[src/rtl/method_test_sequencer_if.sv]
// Handshake and status bundle between the method test sequencer and the
// harness that hosts the generated test methods.
interface method_test_sequencer_if #(
  parameter int unsigned NUM_TESTS = 4,
  parameter int unsigned IDX_W     = (NUM_TESTS > 32'd1) ? $clog2(NUM_TESTS) : 32'd1
);
  logic                 start;
  logic [NUM_TESTS-1:0] test_req;
  logic [NUM_TESTS-1:0] test_busy;
  logic [NUM_TESTS-1:0] test_return;
  logic                 running;
  logic                 done;
  logic                 pass;
  logic [NUM_TESTS-1:0] fail_mask;
  logic [NUM_TESTS-1:0] timeout_mask;
  logic [IDX_W-1:0]     current_idx;

  // Sequencer side: launches methods and publishes the verdict.
  modport master (
    input  start,
    input  test_busy,
    input  test_return,
    output test_req,
    output running,
    output done,
    output pass,
    output fail_mask,
    output timeout_mask,
    output current_idx
  );

  // Harness side: hosts the methods and kicks off runs.
  modport slave (
    output start,
    output test_busy,
    output test_return,
    input  test_req,
    input  running,
    input  done,
    input  pass,
    input  fail_mask,
    input  timeout_mask,
    input  current_idx
  );
endinterface

[src/rtl/method_test_sequencer.sv]
// Launches each generated test method in turn via req/busy/return, guards every
// step with a watchdog, and reports per-test fail/timeout plus an overall pass.
module method_test_sequencer #(
  parameter int unsigned NUM_TESTS   = 4,
  parameter int unsigned START_DELAY = 100,
  parameter int unsigned ACK_TIMEOUT = 16,
  parameter int unsigned RUN_TIMEOUT = 200000000,
  parameter int unsigned CNT_W       = 32
) (
  input logic                     clk,
  input logic                     reset,
  method_test_sequencer_if.master bus
);

  localparam int unsigned IDX_W = (NUM_TESTS > 32'd1) ? $clog2(NUM_TESTS) : 32'd1;

  // Terminal counts; each watchdog fires on equality so it never overshoots.
  localparam logic [CNT_W-1:0] DLY_LAST =
    CNT_W'((START_DELAY > 32'd0) ? START_DELAY - 32'd1 : 32'd0);
  localparam logic [CNT_W-1:0] ACK_LAST =
    CNT_W'((ACK_TIMEOUT > 32'd0) ? ACK_TIMEOUT - 32'd1 : 32'd0);
  localparam logic [CNT_W-1:0] RUN_LAST =
    CNT_W'((RUN_TIMEOUT > 32'd0) ? RUN_TIMEOUT - 32'd1 : 32'd0);
  localparam logic [IDX_W-1:0] IDX_LAST = IDX_W'(NUM_TESTS - 32'd1);

  typedef enum logic [2:0] {
    ST_IDLE      = 3'd0,
    ST_DELAY     = 3'd1,
    ST_ISSUE     = 3'd2,
    ST_WAIT_ACK  = 3'd3,
    ST_WAIT_DONE = 3'd4,
    ST_NEXT      = 3'd5,
    ST_FINISH    = 3'd6
  } state_t;

  function automatic logic [CNT_W-1:0] sat_inc(input logic [CNT_W-1:0] v);
    return (v == {CNT_W{1'b1}}) ? v : v + {{(CNT_W-1){1'b0}}, 1'b1};
  endfunction

  state_t               state_r;
  state_t               state_nxt_s;
  logic [CNT_W-1:0]     cnt_r;
  logic [CNT_W-1:0]     cnt_nxt_s;
  logic [IDX_W-1:0]     idx_r;
  logic [IDX_W-1:0]     idx_nxt_s;
  logic [NUM_TESTS-1:0] fail_r;
  logic [NUM_TESTS-1:0] fail_nxt_s;
  logic [NUM_TESTS-1:0] tmo_r;
  logic [NUM_TESTS-1:0] tmo_nxt_s;
  logic [NUM_TESTS-1:0] req_s;
  logic                 running_r;
  logic                 done_r;
  logic                 pass_r;
  logic                 busy_sel_s;
  logic                 ret_sel_s;

  // Only the lane of the test in progress is ever looked at.
  assign busy_sel_s = bus.test_busy[idx_r];
  assign ret_sel_s  = bus.test_return[idx_r];

  // State register.
  always_ff @(posedge clk or posedge reset) begin
    if (reset) begin
      state_r <= ST_IDLE;
    end else begin
      state_r <= state_nxt_s;
    end
  end

  // Next-state decode.
  always_comb begin
    state_nxt_s = state_r;
    case (state_r)
      ST_IDLE, ST_FINISH: begin
        if (bus.start) begin
          state_nxt_s = (START_DELAY == 32'd0) ? ST_ISSUE : ST_DELAY;
        end else begin
          state_nxt_s = state_r;
        end
      end
      ST_DELAY: begin
        if (cnt_r == DLY_LAST) begin
          state_nxt_s = ST_ISSUE;
        end else begin
          state_nxt_s = ST_DELAY;
        end
      end
      ST_ISSUE: begin
        if (!busy_sel_s) begin
          state_nxt_s = ST_WAIT_ACK;
        end else if (cnt_r == ACK_LAST) begin
          state_nxt_s = ST_NEXT;
        end else begin
          state_nxt_s = ST_ISSUE;
        end
      end
      ST_WAIT_ACK: begin
        // A late ack landing on the timeout cycle still counts as an ack.
        if (busy_sel_s) begin
          state_nxt_s = ST_WAIT_DONE;
        end else if (cnt_r == ACK_LAST) begin
          state_nxt_s = ST_NEXT;
        end else begin
          state_nxt_s = ST_WAIT_ACK;
        end
      end
      ST_WAIT_DONE: begin
        if (!busy_sel_s) begin
          state_nxt_s = ST_NEXT;
        end else if (cnt_r == RUN_LAST) begin
          state_nxt_s = ST_NEXT;
        end else begin
          state_nxt_s = ST_WAIT_DONE;
        end
      end
      ST_NEXT: begin
        if (idx_r == IDX_LAST) begin
          state_nxt_s = ST_FINISH;
        end else begin
          state_nxt_s = ST_ISSUE;
        end
      end
      default: state_nxt_s = ST_IDLE;
    endcase
  end

  // Per-state outputs and datapath updates (counter, index, verdict masks).
  always_comb begin
    cnt_nxt_s  = cnt_r;
    idx_nxt_s  = idx_r;
    fail_nxt_s = fail_r;
    tmo_nxt_s  = tmo_r;
    req_s      = '0;
    case (state_r)
      ST_IDLE, ST_FINISH: begin
        if (bus.start) begin
          cnt_nxt_s  = '0;
          idx_nxt_s  = '0;
          fail_nxt_s = '0;
          tmo_nxt_s  = '0;
        end else begin
          cnt_nxt_s  = cnt_r;
        end
      end
      ST_DELAY: begin
        if (cnt_r == DLY_LAST) begin
          cnt_nxt_s = '0;
        end else begin
          cnt_nxt_s = sat_inc(cnt_r);
        end
      end
      ST_ISSUE: begin
        // A method still busy from an earlier run is never re-launched.
        if (!busy_sel_s) begin
          req_s[idx_r] = 1'b1;
          cnt_nxt_s    = '0;
        end else if (cnt_r == ACK_LAST) begin
          fail_nxt_s[idx_r] = 1'b1;
          tmo_nxt_s[idx_r]  = 1'b1;
          cnt_nxt_s         = '0;
        end else begin
          cnt_nxt_s = sat_inc(cnt_r);
        end
      end
      ST_WAIT_ACK: begin
        if (busy_sel_s) begin
          cnt_nxt_s = '0;
        end else if (cnt_r == ACK_LAST) begin
          fail_nxt_s[idx_r] = 1'b1;
          tmo_nxt_s[idx_r]  = 1'b1;
          cnt_nxt_s         = '0;
        end else begin
          cnt_nxt_s = sat_inc(cnt_r);
        end
      end
      ST_WAIT_DONE: begin
        if (!busy_sel_s) begin
          fail_nxt_s[idx_r] = fail_r[idx_r] | ~ret_sel_s;
          cnt_nxt_s         = '0;
        end else if (cnt_r == RUN_LAST) begin
          fail_nxt_s[idx_r] = 1'b1;
          tmo_nxt_s[idx_r]  = 1'b1;
          cnt_nxt_s         = '0;
        end else begin
          cnt_nxt_s = sat_inc(cnt_r);
        end
      end
      ST_NEXT: begin
        cnt_nxt_s = '0;
        if (idx_r == IDX_LAST) begin
          idx_nxt_s = idx_r;
        end else begin
          idx_nxt_s = idx_r + IDX_W'(1);
        end
      end
      default: begin
        cnt_nxt_s  = '0;
        idx_nxt_s  = '0;
        fail_nxt_s = '0;
        tmo_nxt_s  = '0;
      end
    endcase
  end

  // Datapath and registered status outputs, all keyed off the next state.
  always_ff @(posedge clk or posedge reset) begin
    if (reset) begin
      cnt_r     <= '0;
      idx_r     <= '0;
      fail_r    <= '0;
      tmo_r     <= '0;
      running_r <= 1'b0;
      done_r    <= 1'b0;
      pass_r    <= 1'b0;
    end else begin
      cnt_r     <= cnt_nxt_s;
      idx_r     <= idx_nxt_s;
      fail_r    <= fail_nxt_s;
      tmo_r     <= tmo_nxt_s;
      running_r <= (state_nxt_s != ST_IDLE) && (state_nxt_s != ST_FINISH);
      done_r    <= (state_nxt_s == ST_FINISH);
      pass_r    <= (state_nxt_s == ST_FINISH) && ~|fail_nxt_s;
    end
  end

  assign bus.test_req     = req_s;
  assign bus.running      = running_r;
  assign bus.done         = done_r;
  assign bus.pass         = pass_r;
  assign bus.fail_mask    = fail_r;
  assign bus.timeout_mask = tmo_r;
  assign bus.current_idx  = idx_r;

endmodule

[src/flat_wrapper.sv]
// flat-port wrapper written by rule: the top's interface ports become plain ports
module method_test_sequencer_flat 
#(
  parameter int unsigned NUM_TESTS   = 4,
  parameter int unsigned START_DELAY = 100,
  parameter int unsigned ACK_TIMEOUT = 16,
  parameter int unsigned RUN_TIMEOUT = 200000000,
  parameter int unsigned CNT_W       = 32
)
  (clk, reset, bus_start, bus_test_busy, bus_test_return, bus_test_req, bus_running, bus_done, bus_pass, bus_fail_mask, bus_timeout_mask, bus_current_idx);
  method_test_sequencer_if #(.NUM_TESTS(NUM_TESTS)) bus_i ();
  input logic clk;
  input logic reset;
  input wire logic [$bits(bus_i.start)-1:0] bus_start;
  input wire logic [$bits(bus_i.test_busy)-1:0] bus_test_busy;
  input wire logic [$bits(bus_i.test_return)-1:0] bus_test_return;
  output wire logic [$bits(bus_i.test_req)-1:0] bus_test_req;
  output wire logic [$bits(bus_i.running)-1:0] bus_running;
  output wire logic [$bits(bus_i.done)-1:0] bus_done;
  output wire logic [$bits(bus_i.pass)-1:0] bus_pass;
  output wire logic [$bits(bus_i.fail_mask)-1:0] bus_fail_mask;
  output wire logic [$bits(bus_i.timeout_mask)-1:0] bus_timeout_mask;
  output wire logic [$bits(bus_i.current_idx)-1:0] bus_current_idx;
  assign bus_i.start = bus_start;
  assign bus_i.test_busy = bus_test_busy;
  assign bus_i.test_return = bus_test_return;
  assign bus_test_req = bus_i.test_req;
  assign bus_running = bus_i.running;
  assign bus_done = bus_i.done;
  assign bus_pass = bus_i.pass;
  assign bus_fail_mask = bus_i.fail_mask;
  assign bus_timeout_mask = bus_i.timeout_mask;
  assign bus_current_idx = bus_i.current_idx;
  method_test_sequencer #(.NUM_TESTS(NUM_TESTS), .START_DELAY(START_DELAY), .ACK_TIMEOUT(ACK_TIMEOUT), .RUN_TIMEOUT(RUN_TIMEOUT), .CNT_W(CNT_W)) u_core (.clk(clk), .reset(reset), .bus(bus_i));
endmodule
[config.mk]
export PLATFORM = sky130hd
export DESIGN_NAME = method_test_sequencer_flat
export DESIGN_NICKNAME = d
export VERILOG_FILES = /design/src/rtl/method_test_sequencer_if.sv /design/src/rtl/method_test_sequencer.sv /design/src/flat_wrapper.sv
export SDC_FILE = /design/constraint.sdc
export NUM_CORES = 1
export LEC_CHECK = 0
export ABC_CLOCK_PERIOD_IN_PS = 2600
export CORE_ASPECT_RATIO = 2
export CORE_MARGIN = 1.5
export CORE_UTILIZATION = 50
export DETAILED_ROUTE_END_ITERATION = 8
export HOLD_SLACK_MARGIN = 0.1
export PLACE_DENSITY = 0.68
export RECOVER_POWER = 100
export SYNTH_ARGS = -nofsm -noshare
export SYNTH_HDL_FRONTEND = slang
export SYNTH_SLANG_ARGS = --single-unit
[constraint.sdc]
create_clock -name clk -period 2.6 [get_ports clk]
set_input_delay 0.78 -clock clk [delete_from_list [all_inputs] [get_ports clk]]
set_output_delay 0.78 -clock clk [all_outputs]
set_load 0.01 [all_outputs]
; Word level (Yosys, flattened, before mapping)
; Cells that the tools add are included.
[word_totals]
n_memories = 0
ram_bits = 0
output_inout_bits = 17
rom_bits = 0
ff_bits = 48
latch_bits = 0
word_cells = 96
inputBits = 11
[classes]
n_shift = 0
eq_ne = 19
multipliers = 0
bitwise = 6
order_cmp = 2
n_div = 0
n_mux = 47
reduce_logical = 12
add_sub_neg = 2
[op_table]
columns = operator, count
row1 = $mux W32, 8
row2 = $pmux W32 S5, 1
row3 = $mux W4, 14
row4 = $pmux W4 S5, 2
row5 = $add A32 B1 Y32 const B, 1
row6 = $eq A32 B28 Y1 const B, 1
row7 = $eq A32 B32 Y1 const B, 1
row8 = $eq A32 B4 Y1 const B, 1
row9 = $eq A32 B7 Y1 const B, 1
row10 = $mux W3, 7
row11 = $pmux W3 S6, 1
row12 = $eq A3 B3 Y1 const B, 4
row13 = $or A4 B4 Y4, 2
row14 = $reduce_or A4 Y1, 2
row15 = $bmux W1 S2, 3
row16 = $eq A3 B2 Y1 const B, 2
row17 = $mux W2, 3
row18 = $ne A2 B1 Y1 const B, 3
row19 = $ne A2 B2 Y1 const B, 3
row20 = $pmux W2 S3, 1
row21 = $reduce_and A6 Y1, 1
row22 = $mux W1, 5
row23 = $bwmux W4, 1
row24 = $reduce_or A2 Y1, 2
row25 = other kinds (14), 18

; Depth between registers and ports, before layout
; Gate-level depths: netlist (run 1).
[depth]
depth_word = 11
ltp_mapped = 8
mapped_depth_nobuf = 7

; Least setup slack after synthesis (run 1)
; Ideal clock, no wire load.
[synth_timing]
kind = input-to-output
startpoint = input bus_test_busy[3]
endpoint = output bus_test_req[0]
n_path_buf = 0
t_arrival_ps = 1708
path_slack_ps = 112
cell_stages = 3
t_required_ps = 1820
path_cell_list = mux4_2 nor3_1 and2_1
[synth_via]
elab_chain_cells = 4
[synth_lines]
columns = item, line
row1 = "start, declared", flat_wrapper.sv:15  ; input wire logic [$bits(bus_i.test_busy)-1:0] bus_test_busy;
row2 = $bmux W1 S2, method_test_sequencer.sv:58  ; assign busy_sel_s = bus.test_busy[idx_r];
row3 = $mux W1 (implied by the code), method_test_sequencer.sv:58
row4 = $mux W4, method_test_sequencer.sv:154  ; if (!busy_sel_s) begin
row5 = $mux W4, method_test_sequencer.sv:134  ; case (state_r)
row6 = "end, declared", flat_wrapper.sv:17  ; output wire logic [$bits(bus_i.test_req)-1:0] bus_test_req;
; Every way passes these cells. The select of a mux whose other input is x is not followed.

; Final worst setup path (run 1)
[layout_timing]
startpoint = input bus_test_busy[3]
endpoint = output bus_test_req[1]
; Same word-level chain as after synthesis.

==> results of run 1 <==
## cell families (layout without fill, tap and decap cells)
| logic type | count (synthesis) | in the layout | synth area share [%] |
|---|---|---|---|
| AND/OR/NAND/NOR | 168 | 168 | 31.8 |
| AO/OA/AOI/OAI | 51 | 51 | 12.4 |
| flip-flops | 48 | 48 | 40.4 |
| buffers and inverters | 28 | 77 | 4.51 |
| XOR/XNOR | 26 | 26 | 7.67 |
| adder cells (fa/ha/maj) | 5 | 5 | 2.11 |
| multiplexers | 2 | 2 | 1.10 |
## per-layer routing
| metal | track usage [%] | routed length, microns | up-vias | share of wire [%] |
|---|---|---|---|---|
| met5 | 0 | 0 | - | 0 |
| met4 | 18.4 | 448 | 0 | 5.5 |
| met3 | 5.23 | 298 | 28 | 3.7 |
| met2 | 50.8 | 4650 | 80 | 57 |
| met1 | 26.0 | 2760 | 1319 | 34 |
| li1 | - | - | 1289 | - |
## sequential cells by signal, summed over array words and instances, names as in the netlist
| signal | cells |
|---|---|
| u_core.bus.running | 1 |
| u_core.cnt_r | 32 |
| u_core.bus.done | 1 |
| u_core.state_r | 3 |
| u_core.bus.pass | 1 |
| u_core.bus.fail_mask | 4 |
| u_core.bus.current_idx | 2 |
| u_core.bus.timeout_mask | 4 |
## synth_stat cells (4+ instances only)
| library cell | count | share of area, % |
|---|---|---|
| nor4_1 | 16 | 3.4 |
| nor4b_1 | 4 | 1.2 |
| nand4_1 | 11 | 2.3 |
| nand2b_1 | 5 | 1.1 |
| or3_1 | 4 | 0.84 |
| or4_1 | 4 | 1.0 |
| xnor2_1 | 24 | 7.1 |
| nand3_1 | 12 | 2.0 |
| dfrtp_1 | 48 | 40 |
| nor3_1 | 19 | 3.2 |
| clkbuf_1 | 10 | 1.3 |
| and2_1 | 6 | 1.3 |
| nand2_1 | 25 | 3.2 |
| a21oi_1 | 9 | 1.5 |
| o211ai_1 | 4 | 1.0 |
| inv_1 | 11 | 1.4 |
| nor2_1 | 36 | 4.5 |
| ha_1 | 5 | 2.1 |
| a22o_1 | 4 | 1.2 |
| o21ai_0 | 10 | 1.7 |
| nor3b_1 | 6 | 1.5 |
## layout make-up
class / instances / area (sq um)
multi-input combinational: 252 / 1670
inverter: 11 / 41.3
timing repair buffer: 58 / 484
clock inverter: 3 / 23.8
fill: 506 / 2090
clock buffer: 5 / 125
sequential: 48 / 1200
tap: 61 / 76.3
## worst max-delay path by stage
stage | to | slack (ns) | cells after the start
global placement | bus_test_req[1] | -0.76 | 5
detailed placement | bus_test_req[1] | -0.79 | 5
floorplan | bus_test_req[0] | 0.11 | 3
CTS | bus_test_req[1] | -0.04 | 5
finish | bus_test_req[1] | 0.01 | 5
global route | u_core.cnt_r[24] | -0.05 | 7
## where the power goes
part	switching [uW]	internal [uW]
logic	439	290
registers	55.5	796
clock network	295	358
## repair_timing
action / 4_1_cts / 5_1_grt
endpoints found under the setup margin: 13 / 5
gates resized for setup: 32 / 3
pin swaps: 4 / 4
## per-stage QoR
| step | hold WS (ns) | total power [uW] | cells | worst slack, ns | TNS, ns |
|---|---|---|---|---|---|
| after CTS | 0.509 | 2250 | 438 | -0.0449 | -0.120 |
| after detailed placement | 0.494 | 1590 | 430 | -0.794 | -13.83 |
| after global placement | 0.488 | 1590 | 430 | -0.762 | -13.89 |
| after global routing | 0.522 | 2360 | 438 | -0.0509 | -0.104 |
| final | 0.494 | 2230 | 438 | 0.0135 | 0 |
| after floorplan | 0.508 | 1290 | 328 | 0.112 | 0 |
==> impl_metrics.json, run 1 <==
{
  "portBuffers": 27,
  "gp_congestion": 0.970,
  "reg2reg_depth": 7,
  "final_cell_area_sq_mm": 0.00362,
  "antenna_found_initial": 0,
  "ys.flop_type": "dfrtp_1",
  "min_to": "u_core.bus.timeout_mask[2]",
  "drtPass1Iterations": 4,
  "routedWlPerCell_microns": 18.6,
  "synthDistinctLibCells": 63,
  "nets": 392,
  "worst_ep_required_time_ns": 1.82,
  "layout_commonest_cell": "dfrtp_1",
  "slowest_delay_ns": 0.53,
  "min_from": "u_core.bus.timeout_mask[2]",
  "start_kind": "primary input",
  "totalWireLength_microns": 8160,
  "finClkSkew_ns": 0.00768,
  "layout_common_cells": "dfrtp_1 (48), nor2_1 (36), buf_4 (29)",
  "cap_violations": 0,
  "vias": 2716,
  "min_period_ns": 2.59,
  "fin_crit_sh_pct": 99.5,
  "cellPowerDensity_mw_per_mm2": 618,
  "setup_viol": 0,
  "worst_pin_slew_ns": 0.902,
  "grt_overflow": 0,
  "viasPerCell": 6.20,
  "worst-path-buf-inv": 2,
  "ios": 28,
  "syn_nets": 344,
  "fmax_mhz": 387,
  "postCtsSetupBuffers": 0,
  "initial_core_util_pct": 52.0,
  "final_util_pct": 63.4,
  "ys_ff_latch": 48,
  "crit_chain": "buf_6 -> mux4_2 -> nor3_4 -> and2_1 -> buf_2",
  "maxSlewViolCount": 0,
  "critical_path_class": "primary input to output port",
  "clock_latency_ns": 0.30,
  "yosysSeqAreaShare_pct": 40.4,
  "grt_setup_unrepaired": "yes",
  "clkTransAtPathRegs_ns": 0.06,
  "async_flop_share_pct": 100,
  "postSynthAreaPerCell_sq_um": 9.06,
  "worst_path_max_delay_cell": "mux4_2",
  "drtAntennaViolNets": 0,
  "ir_worst_vdd_uv": 526,
  "die_y_microns": 112,
  "drt_iter0_drc": 102,
  "syn2layout_area_growth_pct": 21.8,
  "grt_pass1_vias": 2848,
  "dp_hpwl_microns": 6220,
  "r2r_start": "u_core.cnt_r[26]",
  "fp.dieW_microns": 57.5,
  "slew-limit-headroom_pct": 39.8,
  "synth_cells": 328,
  "hold_path.class": "register to register",
  "syn_area_sq_mm": 0.00297,
  "antenna_cells": 0,
  "startpoint": "bus_test_busy[3]",
  "grt_use_total_pct": 27.6,
  "status": "finished clean",
  "rows": 39,
  "drive_gt1_share_pct": 17.8,
  "cp_top_family": "multiplexers",
  "die_area_sq_mm": 0.00644,
  "drc_errors": 0,
  "hold_buffers": 0,
  "grt_pass1_wl_microns": 13400,
  "synth_enable_flop_cells": 0,
  "r2r_setup_slack_ns": 0.06,
  "hold_violations": 0,
  "r2r_end": "u_core.cnt_r[24]",
  "numCtsBuffers": 5,
  "endpoint_kind": "output port",
  "cts_tree": "yes",
  "worstPathMaxFanout": 3,
  "root_buffer": "clkbuf_16",
  "core_area_sq_mm": 0.00571,
  "clock_sinks": 48,
  "cts.path.max_buffers": 2,
  "leakage_uw": 0.00157,
  "hold_path_depth": 1,
  "crit_arrival_ns": 1.81,
  "htree_levels": 2,
  "grt_max_degree": 33,
  "placed_area_sq_mm": 0.00350,
  "yosys_warnings": 0
}
(Power assumes the default switching activity.)
==> run 2: changes to the inputs <==
--- a/config.mk
+++ b/config.mk
@@ -5,7 +5,6 @@
 export SDC_FILE = /design/constraint.sdc
 export NUM_CORES = 1
 export LEC_CHECK = 0
-export ABC_CLOCK_PERIOD_IN_PS = 2600
 export CORE_ASPECT_RATIO = 2
 export CORE_MARGIN = 1.5
 export CORE_UTILIZATION = 50
==> results of run 2 <==
Same layout as run 1: the final DEF is identical, and so are final timing and power.
